**config.mk**
```make
export PLATFORM = sky130hd
export DESIGN_NAME = interval_meter
export DESIGN_NICKNAME = d
export VERILOG_FILES = /design/src/rtl/timer_pkg.sv /design/src/rtl/sat_upcounter.sv /design/src/rtl/interval_meter.sv
export SDC_FILE = /design/constraint.sdc
export NUM_CORES = 1
export LEC_CHECK = 0
export ABC_AREA = 1
export ABC_CLOCK_PERIOD_IN_PS = 2300
export CORE_MARGIN = 2
export CORE_UTILIZATION = 55
export DETAILED_ROUTE_END_ITERATION = 8
export PLACE_DENSITY_LB_ADDON = 0.2
export SYNTH_ARGS = -nofsm -noshare
export SYNTH_HDL_FRONTEND = slang
export SYNTH_SLANG_ARGS = --single-unit
export TNS_END_PERCENT = 5
```
**constraint.sdc**
```tcl
create_clock -name clk -period 2.3 [get_ports clk]
set_input_delay 0.345 -clock clk [delete_from_list [all_inputs] [get_ports clk]]
set_output_delay 0.345 -clock clk [all_outputs]
set_load 0.1 [all_outputs]
```
**src/rtl/timer_pkg.sv**
```systemverilog
// Shared types for the interval timing blocks.
package timer_pkg;

  typedef enum logic [1:0] {
    IDLE = 2'd0,
    RUN  = 2'd1,
    HOLD = 2'd2
  } meter_state_e;

endpackage

```
**src/rtl/sat_upcounter.sv**
```systemverilog
// Up-counter that loads to 1 and saturates at MAX.
// sat stays set until the next load once an increment is refused at MAX.
module sat_upcounter #(
  parameter int MAX = 100,
  localparam int W  = $clog2(MAX + 1)
) (
  input  logic         clk,
  input  logic         rst,
  input  logic         load,
  input  logic         inc,
  output logic [W-1:0] q,
  output logic         sat
);

  localparam logic [W-1:0] MAX_Q = W'(MAX);

  logic [W-1:0] q_q, q_d;
  logic         sat_q, sat_d;

  always_comb begin
    q_d   = q_q;
    sat_d = sat_q;
    if (load) begin
      q_d   = W'(1);
      sat_d = 1'b0;
    end else if (inc) begin
      if (q_q == MAX_Q) begin
        sat_d = 1'b1;
      end else begin
        q_d = q_q + W'(1);
      end
    end
  end

  always_ff @(posedge clk) begin
    if (rst) begin
      q_q   <= '0;
      sat_q <= 1'b0;
    end else begin
      q_q   <= q_d;
      sat_q <= sat_d;
    end
  end

  assign q   = q_q;
  assign sat = sat_q;

endmodule

```
**src/rtl/interval_meter.sv**
```systemverilog
// Measures start-to-stop interval in clk cycles, holds the result until ack,
// and tracks min/max of captured intervals.
//
// state | meaning
// IDLE  | waiting for start
// RUN   | measuring, counter advancing
// HOLD  | result held on count/overflow, waiting for ack
module interval_meter
  import timer_pkg::*;
#(
  parameter int MAX_COUNT = 100,
  localparam int W        = $clog2(MAX_COUNT + 1)
) (
  input  logic         clk,
  input  logic         rst,
  input  logic         start,
  input  logic         stop,
  input  logic         ack,
  input  logic         stats_clr,
  output logic         busy,
  output logic         valid,
  output logic [W-1:0] count,
  output logic         overflow,
  output logic [W-1:0] min_count,
  output logic [W-1:0] max_count
);

  localparam logic [W-1:0] MAX_Q = W'(MAX_COUNT);

  meter_state_e state_q, state_d;
  logic         cnt_load, cnt_inc, capture;
  logic [W-1:0] cnt;
  logic         ovf;

  logic [W-1:0] count_q, count_d;
  logic         overflow_q, overflow_d;
  logic [W-1:0] min_q, min_d;
  logic [W-1:0] max_q, max_d;

  sat_upcounter #(.MAX(MAX_COUNT)) u_cnt (
    .clk  (clk),
    .rst  (rst),
    .load (cnt_load),
    .inc  (cnt_inc),
    .q    (cnt),
    .sat  (ovf)
  );

  always_comb begin
    state_d  = state_q;
    cnt_load = 1'b0;
    cnt_inc  = 1'b0;
    capture  = 1'b0;
    case (state_q)
      IDLE: begin
        if (start) begin
          cnt_load = 1'b1;
          state_d  = RUN;
        end
      end
      RUN: begin
        // stop beats a coincident start
        if (stop) begin
          capture = 1'b1;
          state_d = HOLD;
        end else if (start) begin
          cnt_load = 1'b1;
        end else begin
          cnt_inc = 1'b1;
        end
      end
      HOLD: begin
        if (ack) begin
          if (start) begin
            cnt_load = 1'b1;
            state_d  = RUN;
          end else begin
            state_d = IDLE;
          end
        end
      end
      default: state_d = IDLE;
    endcase
  end

  always_comb begin
    count_d    = count_q;
    overflow_d = overflow_q;
    min_d      = min_q;
    max_d      = max_q;
    if (capture) begin
      count_d    = cnt;
      overflow_d = ovf;
      // a capture alongside stats_clr restarts the statistics at this value
      min_d      = (stats_clr || cnt < min_q) ? cnt : min_q;
      max_d      = (stats_clr || cnt > max_q) ? cnt : max_q;
    end else if (stats_clr) begin
      min_d = MAX_Q;
      max_d = '0;
    end
  end

  always_ff @(posedge clk) begin
    if (rst) begin
      state_q    <= IDLE;
      count_q    <= '0;
      overflow_q <= 1'b0;
      min_q      <= MAX_Q;
      max_q      <= '0;
    end else begin
      state_q    <= state_d;
      count_q    <= count_d;
      overflow_q <= overflow_d;
      min_q      <= min_d;
      max_q      <= max_d;
    end
  end

  assign busy      = (state_q == RUN);
  assign valid     = (state_q == HOLD);
  assign count     = count_q;
  assign overflow  = overflow_q;
  assign min_count = min_q;
  assign max_count = max_q;

endmodule

```
=== Word-level counts from Yosys, hierarchy flattened ===
Cells that the tools add are included.

* Reductions and logical operators: 12
* Add/subtract/negate cells: 1
* Muxes and demuxes: 23
* Equality and inequality tests: 9
* Order comparisons: 2
* Bitwise logic cells: 1

{| class="wikitable"
|+ Operator list
! cell !! count
|-
| 7-bit two-way mux || 6
|-
| 1-bit two-way mux || 12
|-
| 2-bit AND reduction || 5
|-
| 2-bit inequality test, second input constant || 4
|-
| 7-bit by 1-bit adder with 7-bit output, second input constant || 1
|-
| 7-bit equality test, second input constant || 1
|-
| 7-bit greater-than comparator || 1
|-
| 7-bit < comparator || 1
|-
| 2-bit two-way mux || 3
|-
| 2-bit one-hot mux with 3 select lines || 1
|-
| 2-bit by 1-bit inequality test with 1-bit output, second input constant || 2
|-
| 2-bit nonzero test || 2
|-
| 1-bit one-hot mux with 3 select lines || 1
|-
| 3-bit AND reduction || 1
|-
| 2-bit by 1-bit equality test with 1-bit output, second input constant || 1
|-
| 2-bit equality test, second input constant || 1
|-
| 2-bit zero test || 1
|-
| 1-bit logical OR || 2
|-
| 2-bit OR reduction || 1
|-
| 1-bit inverter || 1
|}

* Input bits: 6
* Flip-flop bits (word level): 32
* Word-level logic and storage cells: 56
* Output and inout port bits: 24

=== Depth between registers and ports, before layout ===
* Depth after elaboration: 5
* Gate-level depth with buffers: 12
* Gate-level depth less buffers: 12

=== Modules after synthesis ===
A second synthesis with hierarchy kept.

* Cell total of the unflattened synthesis: 263
* Area, all modules: 1809.2 um^2

{| class="wikitable"
|+ By module, submodules not included
! module !! seq. area each (um^2) !! times used !! area each (um^2) !! cells each
|-
| interval_meter || 480.5 || 1 || 1310.0 || 191
|-
| sat_upcounter || 160.2 || 1 || 499.2 || 72
|}

=== Worst setup path after synthesis ===
No wires, ideal clock.

* Kind: register -> register
* Start: register min_q[6], in the netlist min_count[6]
* End: register min_q[1], in the netlist min_count[1]
* Data arrival time: 2093 ps
* Period minus slack after synthesis: 2210 ps
* Data required time: 2183 ps
* Library setup time: 117 ps
* Cell stages (with the launch flop): 11
* Slack: 90 ps
* Buffers on the path: 0
* Cells stage by stage: dfxtp_1 -> inv_1 -> ha_1 -> a21oi_1 -> nand2_4 -> nor2_4 -> nand2_4 -> nand2_4 -> nand2_1 -> nand2_1 -> nor2_1

* Longest elaborated chain between the ends: 4

{| class="wikitable"
|+ Ends and longest elaborated chain
! what !! RTL line !! RTL
|-
| start, declared || interval_meter.sv:37 || <nowiki>logic [W-1:0] min_q, min_d;</nowiki>
|-
| start signal, assigned || interval_meter.sv:114 || <nowiki>min_q <= min_d;</nowiki>
|-
| 7-bit < comparator || interval_meter.sv:95 || <nowiki>min_d = (stats_clr || cnt < min_q) ? cnt : min_q;</nowiki>
|-
| 1-bit logical OR || interval_meter.sv:95 ||
|-
| 2-bit by 1-bit inequality test with 1-bit output (no source line) || n/a ||
|-
| 2-bit AND reduction (no source line) || n/a ||
|}

No other way between the ends.
A chain may end at the register's enable or synchronous reset.

=== Final worst setup path ===
* Start: register u_cnt.q_q[0], in the netlist u_cnt.q[0]
* End: register max_q[1], in the netlist max_count[1]

* Longest elaborated chain between the ends: 4

{| class="wikitable"
|+ Ends and longest elaborated chain
! what !! RTL line !! RTL
|-
| start, declared || sat_upcounter.sv:17 || <nowiki>logic [W-1:0] q_q, q_d;</nowiki>
|-
| start signal, assigned || sat_upcounter.sv:40 || <nowiki>q_q <= q_d;</nowiki>
|-
| 7-bit greater-than comparator || interval_meter.sv:96 || <nowiki>max_d = (stats_clr || cnt > max_q) ? cnt : max_q;</nowiki>
|-
| 1-bit logical OR || interval_meter.sv:96 ||
|-
| 2-bit by 1-bit inequality test with 1-bit output (no source line) || n/a ||
|-
| 2-bit AND reduction (no source line) || n/a ||
|-
| end signal, assigned || interval_meter.sv:115 || <nowiki>max_q <= max_d;</nowiki>
|-
| end, declared || interval_meter.sv:38 || <nowiki>logic [W-1:0] max_q, max_d;</nowiki>
|}

No other way between the ends.

==> flow_metrics.env <==
export IMPL_outcome="finished clean"
export IMPL_tritoncts="yes"
export IMPL_max_slew_margin_pct=67.26
export IMPL_reg2regPathDepth=9
export IMPL_area_growth_pct=19.83
export IMPL_hold_class="register to register"
export IMPL_cp_num_buf_inv=2
export IMPL_grt_first_pass_wirelength_um=6596
export IMPL_yosys_area_top_type="dfxtp_1"
export IMPL_r2r_end="max_count[1]"
export IMPL_p_sw_w=0.0004361
export IMPL_swShare_pct=35.51
export IMPL_wl_per_cell_um=12.22
export IMPL_die_area_sq_mm=0.003755
export IMPL_max_stage_delay_ps=410
export IMPL_vias=1641
export IMPL_synth_area_leaders="dfxtp_1 36%, nand2_1 12%, ha_1 10%, a21oi_1 6.9%, inv_1 6.4%"
export IMPL_synth_seq_cells=32
export IMPL_r2r_setup_slack_ps=450
export IMPL_routed_via_density=4.973
export IMPL_final_area_sq_mm=0.002162
export IMPL_io_pins=30
export IMPL_critical_path_max_fanout=11
export IMPL_final_common_cell="nand2_1"
export IMPL_synth_top_area_share_pct=35.51
export IMPL_combPwrFrac_pct=23.7
export IMPL_layout_common_cells="60 x nand2_1, 32 x dfxtp_1, 31 x inv_1"
export IMPL_worstSetupStartpoint="u_cnt.q[0]"
export IMPL_path_common_cell="nor2_1"
export IMPL_crit_end="max_count[1]"
export IMPL_startpoint_type="register"
export IMPL_drc_errors=0
export IMPL_drv_cap=0
export IMPL_ys_types=28
export IMPL_crit_slowest_cell="dfxtp_1"
export IMPL_post_cts_buffers=0
export IMPL_rsz0062_at_grt="false"
export IMPL_first_iter_violations=61
export IMPL_cts_buffers=5
export IMPL_firstDrtPassIters=4
export IMPL_finalCriticalPeriod_ps=1849
export IMPL_port_buffers=29
export IMPL_slew_viol_final=0
export IMPL_antenna_found_initial=0
export IMPL_worst_pin_slew_ps=490.6
export IMPL_leakagePower_nw=1.029
export IMPL_peakVddDrop_mv=0.4441
export IMPL_synth_fp_nets=270
export IMPL_crit_required_ps=2560
export IMPL_row_count=20
export IMPL_max_freq_mhz=540.9
export IMPL_clkSinkCount=32
export IMPL_power_density_mw_per_mm2=568.0
export IMPL_htreeDepth=2
export IMPL_setup_tns_ps=0
export IMPL_syn_area_per_cell_sq_um=7.246
export IMPL_clkTransAtPathRegs_ps=110
export IMPL_clock_path_buffers=2
export IMPL_grt_max_degree=16
export IMPL_yosysWarnings=0
export IMPL_path_cells="inv_1 -> ha_1 -> inv_1 -> nor2_1 -> a21oi_2 -> nand2_1 -> nand2_1 -> nor2_1 -> nor2_1"
export IMPL_finClkSkew_ps=12.34
export IMPL_clock_latency_ps=350
export IMPL_gp_routability_congestion=0.8599
export IMPL_hold_violations=0
export IMPL_diodes=0
export IMPL_die_h_um=61.28
export IMPL_core_area_sq_mm=0.003078
export IMPL_hp_start="u_cnt.sat"
export IMPL_grt_pass1_vias=1493
export IMPL_overflow=0
export IMPL_internal_power_w=0.0007919
export IMPL_path_depth=9
export IMPL_synth_seq_area_share_pct=35.51
export IMPL_start_util_pct=58.62
export IMPL_critPathKind="register to register"
export IMPL_cts_hold_buf=0
export IMPL_synthCells=249
export IMPL_finalSetupViolCount=0
export IMPL_place_area_sq_mm=0.002101
export IMPL_period_share_pct=80.38
export IMPL_pwr_share_seq_pct=47.8
export IMPL_cp_top_family="simple AND/OR/NAND/NOR gates"
export IMPL_cp_arrival_ps=2110
export IMPL_pwr_share_clk_pct=28.5
export IMPL_grt_usage_pct=24.40
export IMPL_dp_hpwl_um=3030
export IMPL_cts_root_buf="clkbuf_4"
export IMPL_nNetsFinal=306
export IMPL_n_fill_cell=286
export IMPL_wl_um=4033
export IMPL_cts_resized_gates=0
export IMPL_reg2reg_from="u_cnt.q[0]"
export IMPL_syn_area_sq_mm=0.001804
export IMPL_worst_setup_path_end_kind="register"
export IMPL_drive_gt1_share_pct=20.63
export IMPL_ant_nets=0
export IMPL_chipWidth_um=61.28
[synth_stat cells (all sizes together)]
cell type / instances
nand2: 69
inv: 34
dfxtp: 32
nor2: 31
a21oi: 28
nand3: 16
ha: 15
o21ai: 8
buf: 3
clkbuf: 3
a21boi: 2
nand4: 2
xor2: 2
a31oi: 1
nand3b: 1
nor3: 1
xnor2: 1
[stage by stage]
step	hold WS (ps)	worst slack, ps	std cells	total power [W]	util [%]
global route	494.3	255.2	330	0.001282	70.24
floorplan	414.4	90.07	249	0.0008270	-
detailed placement	446.4	431.1	322	0.0008890	68.25
finish	465.0	451.2	330	0.001228	70.24
CTS	467.9	463.8	330	0.001238	70.24
global placement	449.8	451.4	322	0.0008857	68.25
[routing by layer]
layer	global-route usage (%)	part of all wire, %	routed length, um
met1	30.79	46	1858
met2	38.91	48	1937
met3	7.563	4.2	171
met4	9.627	1.6	64
met5	0	0	0
[worst register-to-register path, cell delays in order (launching register included)]
cell	delay, ps
dfxtp_1	410
inv_1	140
ha_1	300
inv_1	40
nor2_1	150
a21oi_2	70
nand2_1	310
nand2_1	180
nor2_1	120
nor2_1	50
[power by group through the flow]
stage	sequential (W)	combinational (W)	clock, W
CTS	0.000587	0.000292	0.000359
global placement	0.000599	0.000287	0
floorplan	0.000705	0.000122	0
finish	0.000587	0.000291	0.000351
detailed placement	0.000599	0.000290	0
global route	0.000590	0.000312	0.000379
[flip-flops by register name, indices dropped and copies added (netlist names)]
signal     flops
count          7
u_cnt.sat      1
max_count      7
u_cnt.q        7
state_q        2
overflow       1
min_count      7
[logic make-up after synthesis]
kind of cell               Yosys count  share of synthesized area, %
adders and majority gates           15                         10.40
and+or+nand+nor                    120                         31.76
xor gates and xnor gates             3                         1.457
DFF                                 32                         35.51
buffers and inverters               40                         9.085
AOI/OAI and AO/OA                   39                         11.79
[cell type report]
class	count	area, sq um	area share [%]
flip-flops and latches	32	640.6	29.63
clock inverters	2	10.01	0.4630
repair buffers	35	275.3	12.73
multi-input cells	177	999.7	46.24
well taps	44	55.05	2.546
inverters	34	130.1	6.019
clock buffers	6	51.30	2.373
[how the worst min path moves through the flow]
stage | endpoint | slack, ps | depth (start not counted)
finish | overflow | 470 | 2
global route | overflow | 490 | 2
CTS | overflow | 470 | 2
detailed placement | overflow | 450 | 2
global placement | overflow | 450 | 2
floorplan | u_cnt.q[0] | 410 | 1
Note: power is estimated with default switching activity, not from simulation.
